<file path="src/rtl/serial_sub_if.sv">
// Start/busy/done handshake and operand/result bundle for the bit-serial subtractor.
interface serial_sub_if #(
    parameter int WIDTH = 8
);
    logic             start;
    logic [WIDTH-1:0] a;
    logic [WIDTH-1:0] b;
    logic             bin;
    logic             busy;
    logic             done;
    logic [WIDTH-1:0] diff;
    logic             bout;

    modport master (
        output start, a, b, bin,
        input  busy, done, diff, bout
    );

    modport slave (
        input  start, a, b, bin,
        output busy, done, diff, bout
    );
endinterface

</file>
<file path="src/rtl/serial_sub.sv">
// Bit-serial full subtractor: a - b - bin, LSB first, one bit per clock with a
// single registered borrow; result and final borrow are held until the next completion.
module serial_sub #(
    parameter int WIDTH = 8
) (
    input  logic         clk,
    input  logic         rst_n,
    serial_sub_if.slave  bus
);

    localparam int CNT_W = $clog2(WIDTH);

    typedef enum logic [1:0] {IDLE, SHIFT, DONE} state_t;

    state_t           state;
    logic [WIDTH-1:0] sa;
    logic [WIDTH-1:0] sb;
    logic             br;
    logic [CNT_W-1:0] cnt;
    logic [WIDTH-1:0] res;
    logic [WIDTH-1:0] diff;
    logic             bout;
    logic             busy;
    logic             done;
    logic [1:0]       fs;

    // Returns {borrow_out, difference_bit} of a one-bit full subtractor.
    function automatic logic [1:0] full_sub(input logic x, input logic y, input logic bi);
        return {(~x & y) | (~(x ^ y) & bi), x ^ y ^ bi};
    endfunction

    always_comb fs = full_sub(sa[0], sb[0], br);

    always_ff @(posedge clk or negedge rst_n) begin
        if (!rst_n) begin
            state <= IDLE;
            sa    <= '0;
            sb    <= '0;
            br    <= 1'b0;
            cnt   <= '0;
            res   <= '0;
            diff  <= '0;
            bout  <= 1'b0;
            busy  <= 1'b0;
            done  <= 1'b0;
        end else begin
            case (state)
                IDLE: begin
                    done <= 1'b0;
                    if (bus.start) begin
                        sa    <= bus.a;
                        sb    <= bus.b;
                        br    <= bus.bin;
                        cnt   <= '0;
                        busy  <= 1'b1;
                        state <= SHIFT;
                    end
                end
                SHIFT: begin
                    // Difference bits enter at the MSB so bit 0 lands at the LSB after WIDTH shifts.
                    res <= WIDTH'({fs[0], res} >> 1);
                    sa  <= sa >> 1;
                    sb  <= sb >> 1;
                    br  <= fs[1];
                    cnt <= cnt + CNT_W'(1);
                    if (cnt == CNT_W'(WIDTH - 1)) begin
                        diff  <= WIDTH'({fs[0], res} >> 1);
                        bout  <= fs[1];
                        done  <= 1'b1;
                        state <= DONE;
                    end
                end
                DONE: begin
                    done  <= 1'b0;
                    busy  <= 1'b0;
                    state <= IDLE;
                end
                default: begin
                    done  <= 1'b0;
                    busy  <= 1'b0;
                    state <= IDLE;
                end
            endcase
        end
    end

    assign bus.busy = busy;
    assign bus.done = done;
    assign bus.diff = diff;
    assign bus.bout = bout;

endmodule

</file>
<file path="src/flat_wrapper.sv">
// flat-port wrapper written by rule: the top's interface ports become plain ports
module serial_sub_flat 
#(
    parameter int WIDTH = 8
)
  (clk, rst_n, bus_start, bus_a, bus_b, bus_bin, bus_busy, bus_done, bus_diff, bus_bout);
  serial_sub_if #(.WIDTH(WIDTH)) bus_i ();
  input  logic clk;
  input  logic rst_n;
  input wire logic [$bits(bus_i.start)-1:0] bus_start;
  input wire logic [$bits(bus_i.a)-1:0] bus_a;
  input wire logic [$bits(bus_i.b)-1:0] bus_b;
  input wire logic [$bits(bus_i.bin)-1:0] bus_bin;
  output wire logic [$bits(bus_i.busy)-1:0] bus_busy;
  output wire logic [$bits(bus_i.done)-1:0] bus_done;
  output wire logic [$bits(bus_i.diff)-1:0] bus_diff;
  output wire logic [$bits(bus_i.bout)-1:0] bus_bout;
  assign bus_i.start = bus_start;
  assign bus_i.a = bus_a;
  assign bus_i.b = bus_b;
  assign bus_i.bin = bus_bin;
  assign bus_busy = bus_i.busy;
  assign bus_done = bus_i.done;
  assign bus_diff = bus_i.diff;
  assign bus_bout = bus_i.bout;
  serial_sub #(.WIDTH(WIDTH)) u_core (.clk(clk), .rst_n(rst_n), .bus(bus_i));
endmodule
</file>
<file path="config.mk">
export PLATFORM = sky130hd
export DESIGN_NAME = serial_sub_flat
export DESIGN_NICKNAME = d
export VERILOG_FILES = /design/src/rtl/serial_sub_if.sv /design/src/rtl/serial_sub.sv /design/src/flat_wrapper.sv
export SDC_FILE = /design/constraint.sdc
export NUM_CORES = 1
export LEC_CHECK = 0
export BUFFER_PORTS_ARGS = -buffer_cell sky130_fd_sc_hd__buf_2
export CAP_MARGIN = 25
export CORE_AREA = 2 2 78 62
export CTS_BUF_LIST = sky130_fd_sc_hd__clkbuf_4
export CTS_CLUSTER_DIAMETER = 50
export CTS_CLUSTER_SIZE = 24
export DETAILED_ROUTE_END_ITERATION = 6
export DIE_AREA = 0 0 80 64
export REMOVE_ABC_BUFFERS = 1
export SLEW_MARGIN = 20
export SYNTH_ARGS = -nofsm -noshare
export SYNTH_HDL_FRONTEND = slang
export SYNTH_SLANG_ARGS = --single-unit
export TNS_END_PERCENT = 10
</file>
<file path="constraint.sdc">
create_clock -name clk -period 2.25 [get_ports clk]
set_input_delay 0.45 -clock clk [delete_from_list [all_inputs] [get_ports clk]]
set_output_delay 0.45 -clock clk [all_outputs]
set_load 0.1 [all_outputs]
</file>
==> summary.md <==
| Metric | Value |
|---|---|
| CTS buffer count | `5` |
| FP Rows | `21` |
| Vias per cell | `5.33` |
| Outcome | `complete, no violations` |
| CTS tree | `yes` |
| Congestion Overflow GR | `0` |
| Placed Cells | `220` |
| Worst-Margin Slew | `0.871 ns` |
| Setup TNS | `0 ns` |
| Pre-CTS WS | `0.560 ns` |
| Post-synth cell types | `25` |
| Total track usage | `0.146` |
| Seq/Total Area, Yosys | `0.595` |
| DR pass1 iterations | `4` |
| Hold WC Path Type | `primary input to asynchronous set/reset pin` |
| Fmax | `roughly 0.6 GHz` |
| Routed vias | `approximately 1200` |
| Final Setup Violations | `0` |
| Initial core utilization | `0.390` |
| Syn_area_per_cell | `12.0 µm²` |
| RSZ-0062 raised after global routing | `false` |
| Critical Path Slowest Stage Cell | `dfrtp_1` |
| Fill cell count | `roughly 430` |
| Crit Path Max Fanout | `11` |
| Vias in the first global route | `1183` |
| Worst Path Required | `2.49 ns` |
| DP HPWL | `2.28 mm` |
| Cell count after synthesis | `140` |
| Post-CTS Setup Repair Bufs | `0` |
| CTS hold repair buffers | `0` |
| Max-slew violation count | `0` |
| ANT nets after route | `0` |
| Cell Count, Final, Fillers Out | `228` |
| Max Cap Violations | `0` |
| Buf/Inv on CP | `0` |
| Clk_lat worst skew | `0.35 ns` |
| Clock-pin slew on the worst setup and hold paths | `~0.11 ns` |
| Top post-synthesis cells by area | `dfrtp_1 (60%), o22ai_1 (8.6%), mux2_2 (5.4%), mux2_1 (4.7%), a21oi_1 (3.6%)` |
| Layout Nets | `193` |
| Startpoint Class | `flop` |
| Top delay family on crit path | `flip-flops` |
| Largest area contributor in the netlist | `dfrtp_1` |
| Chip height | `around 64 µm` |
| Area Overhead vs Synth | `14.8%` |
| CP Class | `flop to flop` |
| CTS Buffer Depth | `2` |
| Critical path endpoint category | `flop` |
| Drt total wl | `3.37 mm` |
| Final Cycle Share | `0.747` |
| Fin util | `0.448` |
| Routed len/inst | `~15 µm` |
| Post-CTS Resized | `0` |
| Top-area cell type share of the netlist area | `0.595` |
| Skew final | `0.00553 ns` |
| Synthesis Warnings | `0` |
| Flops & latches, synth | `40` |
| Htree depth | `2` |
| Post-route DRC | `0` |
| Share of cells above drive strength 1 | `0.287` |
| IO Count | `31` |
| Rel. slew slack | `0.419` |
| Post-Syn Area | `between 0.0015 and 0.002 mm²` |
| Crit-path most repeated cell | `ha_1` |
| Die Span X | `80 µm` |
| Largest net degree at the start of global routing | `41` |
| First-pass GRT wire length | `5.61 mm` |
| Setup ws final | `0.569 ns` |
| Number of DRC markers in iteration 0 | `87` |
| Crit path cell chain | `ha_1, ha_1, nand3b_1, mux2_2` |
| Initial antenna violation count | `0` |
| Tmin final | `1.68 ns` |
| Global placer's final weighted congestion | `0.703` |
| PortBufs | `30` |
| Worst EP arrival | `1.92 ns` |
| Clk sinks | `40` |
| Core Region | `0.00431 mm²` |
| Root buffer cell | `clkbuf_4` |
| Final Hold Viols | `0` |
| DIE AREA | `0.00512 mm²` |
| Worst stage delay on the critical path | `0.40 ns` |
| Antenna diodes | `0` |
## stage by stage
stage / area [µm²] / hold slack (ns)
after floorplan: 1640 / 0.154
after detailed placement: 1870 / 0.472
after global placement: 1870 / 0.461
final: 1930 / 0.206
after global routing: 1930 / 0.265
after CTS: 1930 / 0.215
## state kept, by name, indices dropped and copies added (netlist names)
register and count:
u_core.res 7, u_core.bus.done 1, u_core.br 1, u_core.cnt 3, u_core.bus.busy 1, u_core.state 2
u_core.sb 8, u_core.sa 8, u_core.bus.bout 1, u_core.bus.diff 8
## synth_stat cells
library cell and instances:
o32ai_1 1, buf_2 5, a221oi_1 1, inv_2 1, mux2_1 7, a21oi_1 12
nand2_1 4, inv_1 5, nand3b_1 1, fa_1 1, ha_1 2, or2_1 1
nor2b_1 1, mux2_2 8, o22ai_1 23, a2bb2oi_1 3, nor2_1 5, dfrtp_1 40
o221a_2 1, o21ai_0 7, buf_4 1, or4b_1 1, nand2b_1 4, clkbuf_1 3
a22o_1 2
## layout make-up
| type | count | area (µm²) | area share |
|---|---|---|---|
| Clock buffer | 7 | 52.6 | 0.0272 |
| Sequential cell | 40 | 1000 | 0.518 |
| Inverter | 6 | 22.5 | 0.0117 |
| Clock inverter | 1 | 3.75 | 0.00194 |
| Timing Repair Buffer | 32 | 165 | 0.0855 |
| Multi-Input combinational cell | 85 | 614 | 0.318 |
| Tap cell | 57 | 71.3 | 0.0369 |
## metal layers
layer / up-vias / routed length (µm) / global-route usage
met5: - / 0 / 0
met4: 0 / 93 / 0.0869
met3: 8 / 116 / 0.0297
met2: 24 / 1610 / 0.205
met1: 610 / 1550 / 0.206
li1: 574 / - / -
## cells by family (layout without fill, tap and decap cells)
group | after synthesis | in the layout | synth area share
adders and majority gates | 3 | 3 | 0.0268
AOI/OAI and AO/OA | 50 | 50 | 0.185
buffers and inverters | 15 | 46 | 0.0394
muxes | 15 | 15 | 0.100
and+or+nand+nor | 17 | 17 | 0.0528
DFF | 40 | 40 | 0.595
## path summary, 6_finish.rpt
kind,startpoint,to,slack [ns],depth (start not counted)
setup / recovery,u_core.cnt[0],u_core.bus.diff[2],0.57,4
hold / removal,rst_n,u_core.res[4],0.21,1
setup reg to reg,u_core.cnt[0],u_core.bus.diff[2],0.57,4
hold reg to reg,u_core.bus.diff[3],u_core.bus.diff[3],0.49,1
max in group asynchronous,rst_n,u_core.bus.bout,1.51,1
min in group clk,bus_b[7],u_core.sb[7],0.33,3
## cells in the final DEF, fill, tap and decap left out
master	netlist	layout
fa_1	1	1
o221a_2	1	1
inv_2	1	1
nor2_1	5	5
o21ai_0	7	7
o32ai_1	1	1
buf_4	1	2
nand2_1	4	4
o22ai_1	23	23
dfrtp_1	40	40
mux2_2	8	8
clkbuf_4	0	7
clkinv_1	0	1
nor2b_1	1	1
nand3b_1	1	1
or4b_1	1	1
a2bb2oi_1	3	3
a21oi_1	12	12
ha_1	2	2
a221oi_1	1	1
a22o_1	2	2
inv_1	5	5
or2_1	1	1
nand2b_1	4	4
buf_2	5	30
mux2_1	7	7
Power is left out: the tool's default activity adds up to more than one toggle a clock period on the data nets, which glitch-free logic cannot reach.
